$ cat src/rtl/mul_seq_ctrl.sv
// Shift-add multiply sequencer driving the AH/AL accumulator controls.
// Optional MUL_SEQ_STEP_EN adds a step input that gates exit from TEST.
module mul_seq_ctrl #(
  parameter int WIDTH = 4
) (
  input  logic       clk,
  input  logic       clr,
  input  logic       start,
  input  logic       al_lsb,
`ifdef MUL_SEQ_STEP_EN
  input  logic       step,
`endif
  output logic       ah_reset,
  output logic       ah_inen,
  output logic [1:0] hs,
  output logic [1:0] ls,
  output logic       alu_add,
  output logic       carry_clr,
  output logic       busy,
  output logic       done
);

  localparam int CW = $clog2(WIDTH) + 1;

  localparam logic [1:0] SR_HOLD = 2'b00;
  localparam logic [1:0] SR_SHR  = 2'b01;
  localparam logic [1:0] SR_LOAD = 2'b11;

  typedef enum logic [2:0] {
    IDLE,
    LOAD_AH,
    XFER_AL,
    CLR_AH,
    TEST,
    ADD,
    SHIFT,
    DONE
  } state_t;

  state_t        state;
  state_t        state_nx;
  logic [CW-1:0] count;
  logic [CW-1:0] count_nx;
  logic          adv;

`ifdef MUL_SEQ_STEP_EN
  assign adv = step;
`else
  assign adv = 1'b1;
`endif

  always_ff @(posedge clk) begin
    if (clr) begin
      state <= IDLE;
      count <= '0;
    end else begin
      state <= state_nx;
      count <= count_nx;
    end
  end

  always_comb begin
    state_nx = state;
    count_nx = count;
    unique case (state)
      IDLE:    if (start) state_nx = LOAD_AH;
      LOAD_AH: state_nx = XFER_AL;
      XFER_AL: state_nx = CLR_AH;
      CLR_AH: begin
        count_nx = CW'(WIDTH);
        state_nx = TEST;
      end
      TEST: begin
        if (adv) state_nx = al_lsb ? ADD : SHIFT;
      end
      ADD:     state_nx = SHIFT;
      SHIFT: begin
        count_nx = count - CW'(1);
        // count still holds the pre-decrement value here
        state_nx = (count == CW'(1)) ? DONE : TEST;
      end
      DONE:    state_nx = IDLE;
      default: state_nx = IDLE;
    endcase
  end

  always_comb begin
    ah_reset  = 1'b0;
    ah_inen   = 1'b0;
    hs        = SR_HOLD;
    ls        = SR_HOLD;
    alu_add   = 1'b0;
    carry_clr = 1'b0;
    done      = 1'b0;
    busy      = (state != IDLE);
    unique case (state)
      IDLE: ;
      LOAD_AH: begin
        ah_inen = 1'b1;
        hs      = SR_LOAD;
      end
      XFER_AL: ls = SR_LOAD;
      CLR_AH: begin
        ah_reset  = 1'b1;
        carry_clr = 1'b1;
      end
      TEST: ;
      ADD: begin
        alu_add = 1'b1;
        hs      = SR_LOAD;
      end
      SHIFT: begin
        hs        = SR_SHR;
        ls        = SR_SHR;
        carry_clr = 1'b1;
      end
      DONE: done = 1'b1;
      default: ;
    endcase
  end

endmodule

$ cat config.mk
export PLATFORM = sky130hd
export DESIGN_NAME = mul_seq_ctrl
export DESIGN_NICKNAME = d
export VERILOG_FILES = /design/src/rtl/mul_seq_ctrl.sv
export SDC_FILE = /design/constraint.sdc
export NUM_CORES = 1
export LEC_CHECK = 0
export ABC_AREA = 1
export BUFFER_PORTS_ARGS = -buffer_cell sky130_fd_sc_hd__buf_2
export CORE_AREA = 2 2 39 41
export CTS_CLUSTER_DIAMETER = 40
export DETAILED_ROUTE_END_ITERATION = 16
export DIE_AREA = 0 0 41 43
export SLEW_MARGIN = 15
export SYNTH_ARGS = -nofsm -noshare
export SYNTH_HDL_FRONTEND = slang
export SYNTH_SLANG_ARGS = --single-unit
$ cat constraint.sdc
create_clock -name clk -period 1.25 [get_ports clk]
set_input_delay 0.25 -clock clk [delete_from_list [all_inputs] [get_ports clk]]
set_output_delay 0.25 -clock clk [all_outputs]
set_load 0.01 [all_outputs]
==> flow_summary.yaml, run 1 <==
setup_path:
  cp_cell_sequence: "nand2_1 > nor2_2 > buf_2"
  path_buf_inv: 1
  cpLargestDelayFamily: "flip-flops"
  critPathLaunch: "state[1]"
  critPathMaxFanout: 6
  crit_path_start_kind: "flip-flop"
  cp_slowest_cell: "dfxtp_4"
  r2r-start: "count[0]"
  cp.required_ns: 1.00
  end_kind: "primary output"
  arrival_ns: 1.05
  critPathMaxStageDelay_ns: 0.40
  critical_path_class: "flip-flop to primary output"
global_routing:
  grt_pass1_wl_um: 1480
  first_global_vias: 377
  antenna_found_initial: 0
  grt_usage_pct: 12.8
  grt.overflow.total: 0
  grt_max_degree: 7
routing:
  dr_total_vias: 420
  via_per_inst: 4.47
  dr.pass1.iters: 4
  wl_per_cell_um: 9.14
  routed_wl_um: 859
  drt-initial-drc-count: 5
  drcViolationCount: 0
  ant_nets: 0
run:
  cap_violations: 0
floorplan:
  io_pins: 14
  start_util_pct: 26.3
  die_w_um: 41
  rows: 14
  die_area_sq_mm: 0.00176
  die_h_um: 43
  core_area_sq_mm: 0.00138
run_status:
  violations: "negative setup slack"
  status: "finished, violations left"
yosys:
  netlist_instances: 60
  syn_area_sq_um: 364
  syn_area_per_cell_sq_um: 6.07
  synth_edf_count: 0
  ys.flop_type: "dfxtp_1"
  yosysTopAreaCell: "dfxtp_1"
  synth_commonest_cells: "inv_1, nand2_1, nand3_1"
  yosys.area.top_type_share_pct: 33.0
  synth_warnings: 0
  seq_area_frac_synth_pct: 33.0
  synth_cell_types: 12
  ys_top_cells_by_area: "dfxtp_1, inv_1, nand2_1, nand3_1, a21oi_1"
  synthesis.nets: 66
  ys_ff_latch: 6
  async_reset_ff_share_pct: 0
layout:
  final_util_pct: 39.0
  fillers: 158
  syn_to_final_growth_pct: 48.1
  finalInstanceArea_sq_um: 539
  nets: 86
  stdcell_count: 94
  diodes: 0
  drive_above_1_share_pct: 41.0
placed_design:
  dpl.hpwl_um: 664
  dp_slack_ns: 0.108
  dpl-instance-area_sq_um: 449
  port_buffers: 13
  dp_cells: 89
  globalplace.congestion: 0.744
power_and_ir_drop:
  ir_drop_mv: 0.341
  p_int_w: 0.000401
  p_leak_nw: 0.291
  power_frac_seq_pct: 39.7
  p_comb_share_pct: 29.9
  swShare_pct: 34.4
  p_sw_w: 0.000210
  clockPowerShare_pct: 30.4
  p_per_area_mw_per_mm2: 1130
cts:
  cts_tree: "done"
  cts_max_path_buffers: 2
  cts.sinks: 6
  cts_buffers: 3
  htreeDepth: 1
  clockRootBuffer: "clkbuf_4"
  clk_pin_slew_worst_paths_ns: 0.05
  clock_latency_ns: 0.25
  holdBufCountCts: 0
timing:
  holdWs_ns: 0.210
  rsz0062_at_grt: "true"
  setup_viol_count_final: 5
  finalClockSkew_ns: 0.00700
  max_freq_mhz: 772
  drv_slew: 0
  fin_crit_sh_pct: 104
  hold_viol: 0
  relSlewSlack_pct: 89.7
  final.setup.worst_slack_ns: -0.0453
  period_needed_ns: 1.30
  max_slew.worst_pin.slew_ns: 0.153
hold_path:
  worstHoldStart: "clr"
  hold_class: "input pin to flip-flop"
==> state kept, by name, summed over array words and instances, names as in the netlist <==
register,flops
count,3
state,3
==> metal layers <==
layer | vias to the layer above | track usage (%) | wire length [um]
met1 | 179 | 14.6 | 363
met2 | 16 | 18.1 | 436
met4 | 0 | 8.00 | 14
met3 | 2 | 6.28 | 44
met5 | - | 0 | 0
li1 | 223 | - | -
==> cell usage in the layout (no fill, tap or decap) <==
cell type  netlist  layout
dfxtp_4          0       3
o21ai_0          2       2
nand3_2          0       1
inv_6            0       1
nand3_1          7       5
inv_2            1       3
nor2_4           0       1
ha_1             2       2
nand2_1         14      14
nor2_2           1       3
buf_6            0       1
nor3_1           1       1
clkbuf_4         0       3
a21oi_1          5       5
nand3_4          0       1
nand2_2          1       1
buf_2            0      12
dfxtp_1          6       3
nor2_1           6       3
buf_4            0       2
inv_1           14      11
==> logic make-up after synthesis <==
kind of cell / after synthesis / synth area share [%]
DFF: 6 / 33.0
adders and majority gates: 2 / 6.87
AOI/OAI and AO/OA: 7 / 9.62
and+or+nand+nor: 30 / 35.1
buffers and inverters: 15 / 15.5
==> path summary, 6_finish.rpt <==
path,endpoint,slack (ns),cells past startpoint
worst max-delay path,done,-0.05,3
worst min-delay path,count[2],0.21,2
worst max register to register,count[2],0.22,8
worst min register to register,count[1],0.48,2
==> area by class of cell <==
class / count / area (sq um) / share of cell area (%)
Multi-Input combinational cell: 39 / 218 / 40.4
Sequential cell: 6 / 131 / 24.4
Timing Repair Buffer: 15 / 86.3 / 16.0
Inverter: 15 / 61.3 / 11.4
Clock buffer: 3 / 22.5 / 4.18
Tap cell: 16 / 20.0 / 3.71
==> stage by stage <==
stage | power [W] | TNS, ns
4_1_cts | 0.000603 | -0.215
6_report | 0.000612 | -0.162
3_3_place_gp | 0.000379 | 0
5_1_grt | 0.000660 | -0.591
2_1_floorplan | 0.000321 | 0
3_5_place_dp | 0.000379 | 0
==> worst register-to-register path, delay by kind of cell (launching register included) <==
family | cells | cell delay, ns
buffers and inverters | 2 | 0.11
adders and majority gates | 1 | 0.20
and+or+nand+nor | 4 | 0.18
DFF | 1 | 0.36
AOI/OAI and AO/OA | 1 | 0.05
==> power by group through the flow <==
stage          registers [W]   logic, W  clock network, W
6_report            0.000243   0.000183          0.000186
5_1_grt             0.000246   0.000206          0.000209
4_1_cts             0.000239   0.000173          0.000190
3_5_place_dp        0.000232   0.000147                 0
3_3_place_gp        0.000232   0.000147                 0
2_1_floorplan       0.000227  0.0000944                 0
==> timing repair <==
action | 4_1_cts | 5_1_grt
pin swaps | 2 | 1
buffers inserted | 2 | 0
setup endpoints to repair | 10 | 8
endpoints found under the hold margin | 0 | 0
gates resized for setup | 16 | 3
(Power assumes the default switching activity.)
==> inputs of run 2 (changes only) <==
--- a/config.mk
+++ b/config.mk
@@ -6,7 +6,7 @@
 export NUM_CORES = 1
 export LEC_CHECK = 0
 export ABC_AREA = 1
-export BUFFER_PORTS_ARGS = -buffer_cell sky130_fd_sc_hd__buf_2
+export BUFFER_PORTS_ARGS = -buffer_cell sky130_fd_sc_hd__clkbuf_2
 export CORE_AREA = 2 2 39 41
 export CTS_CLUSTER_DIAMETER = 40
 export DETAILED_ROUTE_END_ITERATION = 16
@@ -15,3 +15,4 @@
 export SYNTH_ARGS = -nofsm -noshare
 export SYNTH_HDL_FRONTEND = slang
 export SYNTH_SLANG_ARGS = --single-unit
+export TNS_END_PERCENT = 10
==> run 2 against run 1 <==
The run still ends with negative setup slack left. Power up 4.6%. Sequential share of layout area down 1.8 points. Critical path depth up 1. Combinational power up 21%. Worst setup slack better by 0.010 ns. Sequential power about the same. Via count up 1.4%. Global-route usage down 0.21 points. Final cell count up 4.3%. Die area unchanged.
==> flow_summary.yaml, run 2 (same netlist as run 1, synthesis figures left out) <==
floorplan:
  io_pins: 14
  rows: 14
  core_area_sq_mm: 0.00138
  die_area_sq_mm: 0.00176
  die_h_um: 43
  start_util_pct: 26.3
  die_w_um: 41
cts:
  cts.sinks: 6
  clk_pin_slew_worst_paths_ns: 0.05
  holdBufCountCts: 0
  cts_max_path_buffers: 2
  clock_latency_ns: 0.24
  clockRootBuffer: "clkbuf_4"
  cts_tree: "done"
  htreeDepth: 1
  cts_buffers: 3
hold_path:
  hold_class: "input pin to flip-flop"
global_routing:
  grt_pass1_wl_um: 1520
  grt_max_degree: 7
  grt.overflow.total: 0
  first_global_vias: 412
  antenna_found_initial: 0
  grt_usage_pct: 12.6
setup_path:
  cp-endpoint: "carry_clr"
  cp.required_ns: 1.00
  critPathMaxFanout: 4
  timing.rr.end: "count[2]"
  crit_path_start_kind: "flip-flop"
  r2r-start: "count[0]"
  critPathLaunch: "state[0]"
  critical_path_class: "flip-flop to primary output"
  r2r_slack_ns: 0.23
  end_kind: "primary output"
  rr_worst_depth: 8
  arrival_ns: 1.04
timing:
  tns_ns: -0.179
  max_slew.worst_pin.slew_ns: 0.162
  period_needed_ns: 1.29
  final.setup.worst_slack_ns: -0.0350
  setup_viol_count_final: 7
  fin_crit_sh_pct: 103
  finalClockSkew_ns: 0.00179
  drv_slew: 0
  max_freq_mhz: 778
  relSlewSlack_pct: 89.2
  rsz0062_at_grt: "true"
  hold_viol: 0
placed_design:
  dpl.hpwl_um: 643
  globalplace.congestion: 0.726
  port_buffers: 13
  dp_slack_ns: 0.0803
layout:
  fillers: 156
  seqCellArea_sq_um: 131
  top_regs: "count: 3 flops, state: 3 flops"
  nets: 90
  mostFrequentLayoutCell: "nand2_1"
  drive_above_1_share_pct: 42.7
  syn_to_final_growth_pct: 59.8
  multiInputGateArea_sq_um: 228
  mostFrequentLayoutCells: "nand2_1, inv_1, clkbuf_2, buf_4"
  diodes: 0
power_and_ir_drop:
  p_per_area_mw_per_mm2: 1100
  p_leak_nw: 0.312
  ir_drop_mv: 0.396
  power_w: 0.000640
routing:
  dr_total_vias: 426
  dr.pass1.iters: 3
  via_per_inst: 4.35
  routed_wl_um: 918
  drt-initial-drc-count: 1
  drcViolationCount: 0
  wl_per_cell_um: 9.37
  ant_nets: 0
run_status:
  violations: "negative setup slack"
  status: "finished, violations left"
run:
  cap_violations: 0
-- run 2: power breakdown --
part | internal (W) | switching (W) | total [W]
clock network | 0.000109 | 0.0000700 | 0.000179
registers | 0.000210 | 0.0000297 | 0.000240
logic | 0.000103 | 0.000118 | 0.000222
total | 0.000422 | 0.000218 | 0.000640
-- run 2: layer usage --
layer,track usage [%],up-vias,share of wire [%]
met5,0,-,0
met4,8.00,0,0
met3,4.19,0,4.4
met2,19.1,6,56
met1,14.2,185,40
li1,-,235,-
-- run 2: repair_timing --
item,4_1_cts,5_1_grt
setup endpoints to repair,10,10
pin swaps,2,1
buffers inserted,4,2
gates resized for setup,16,10
-- run 2: layout make-up --
cell class / count / area share (%)
clock buffers: 3 / 3.87
well taps: 16 / 3.44
multi-input cells: 39 / 39.1
flip-flops and latches: 6 / 22.6
repair buffers: 19 / 20.4
inverters: 15 / 10.5
-- run 2: through the flow --
step,util (%),hold WS (ns),instances,instance area [sq um]
final,42.0,0.223,98,582
after global routing,42.0,0.218,98,582
after floorplan,-,0.319,60,364
after detailed placement,32.5,0.478,89,449
after global placement,32.5,0.474,89,449
after CTS,39.6,0.217,96,548
-- run 2: critical path: stages (launching register included) --
cell and delay (ns):
dfxtp_4 0.38, buf_4 0.13, nand3_4 0.09, nand2_2 0.09
buf_6 0.10
-- run 2: how the worst min path moves through the flow --
stage / start / to / slack, ns / cells after the start
2_1_floorplan: clr / count[1] / 0.32 / 1
3_3_place_gp: clr / count[2] / 0.47 / 2
3_5_place_dp: count[0] / count[0] / 0.48 / 1
4_1_cts: clr / count[1] / 0.22 / 2
5_1_grt: clr / count[2] / 0.22 / 2
6_report: clr / count[2] / 0.22 / 2
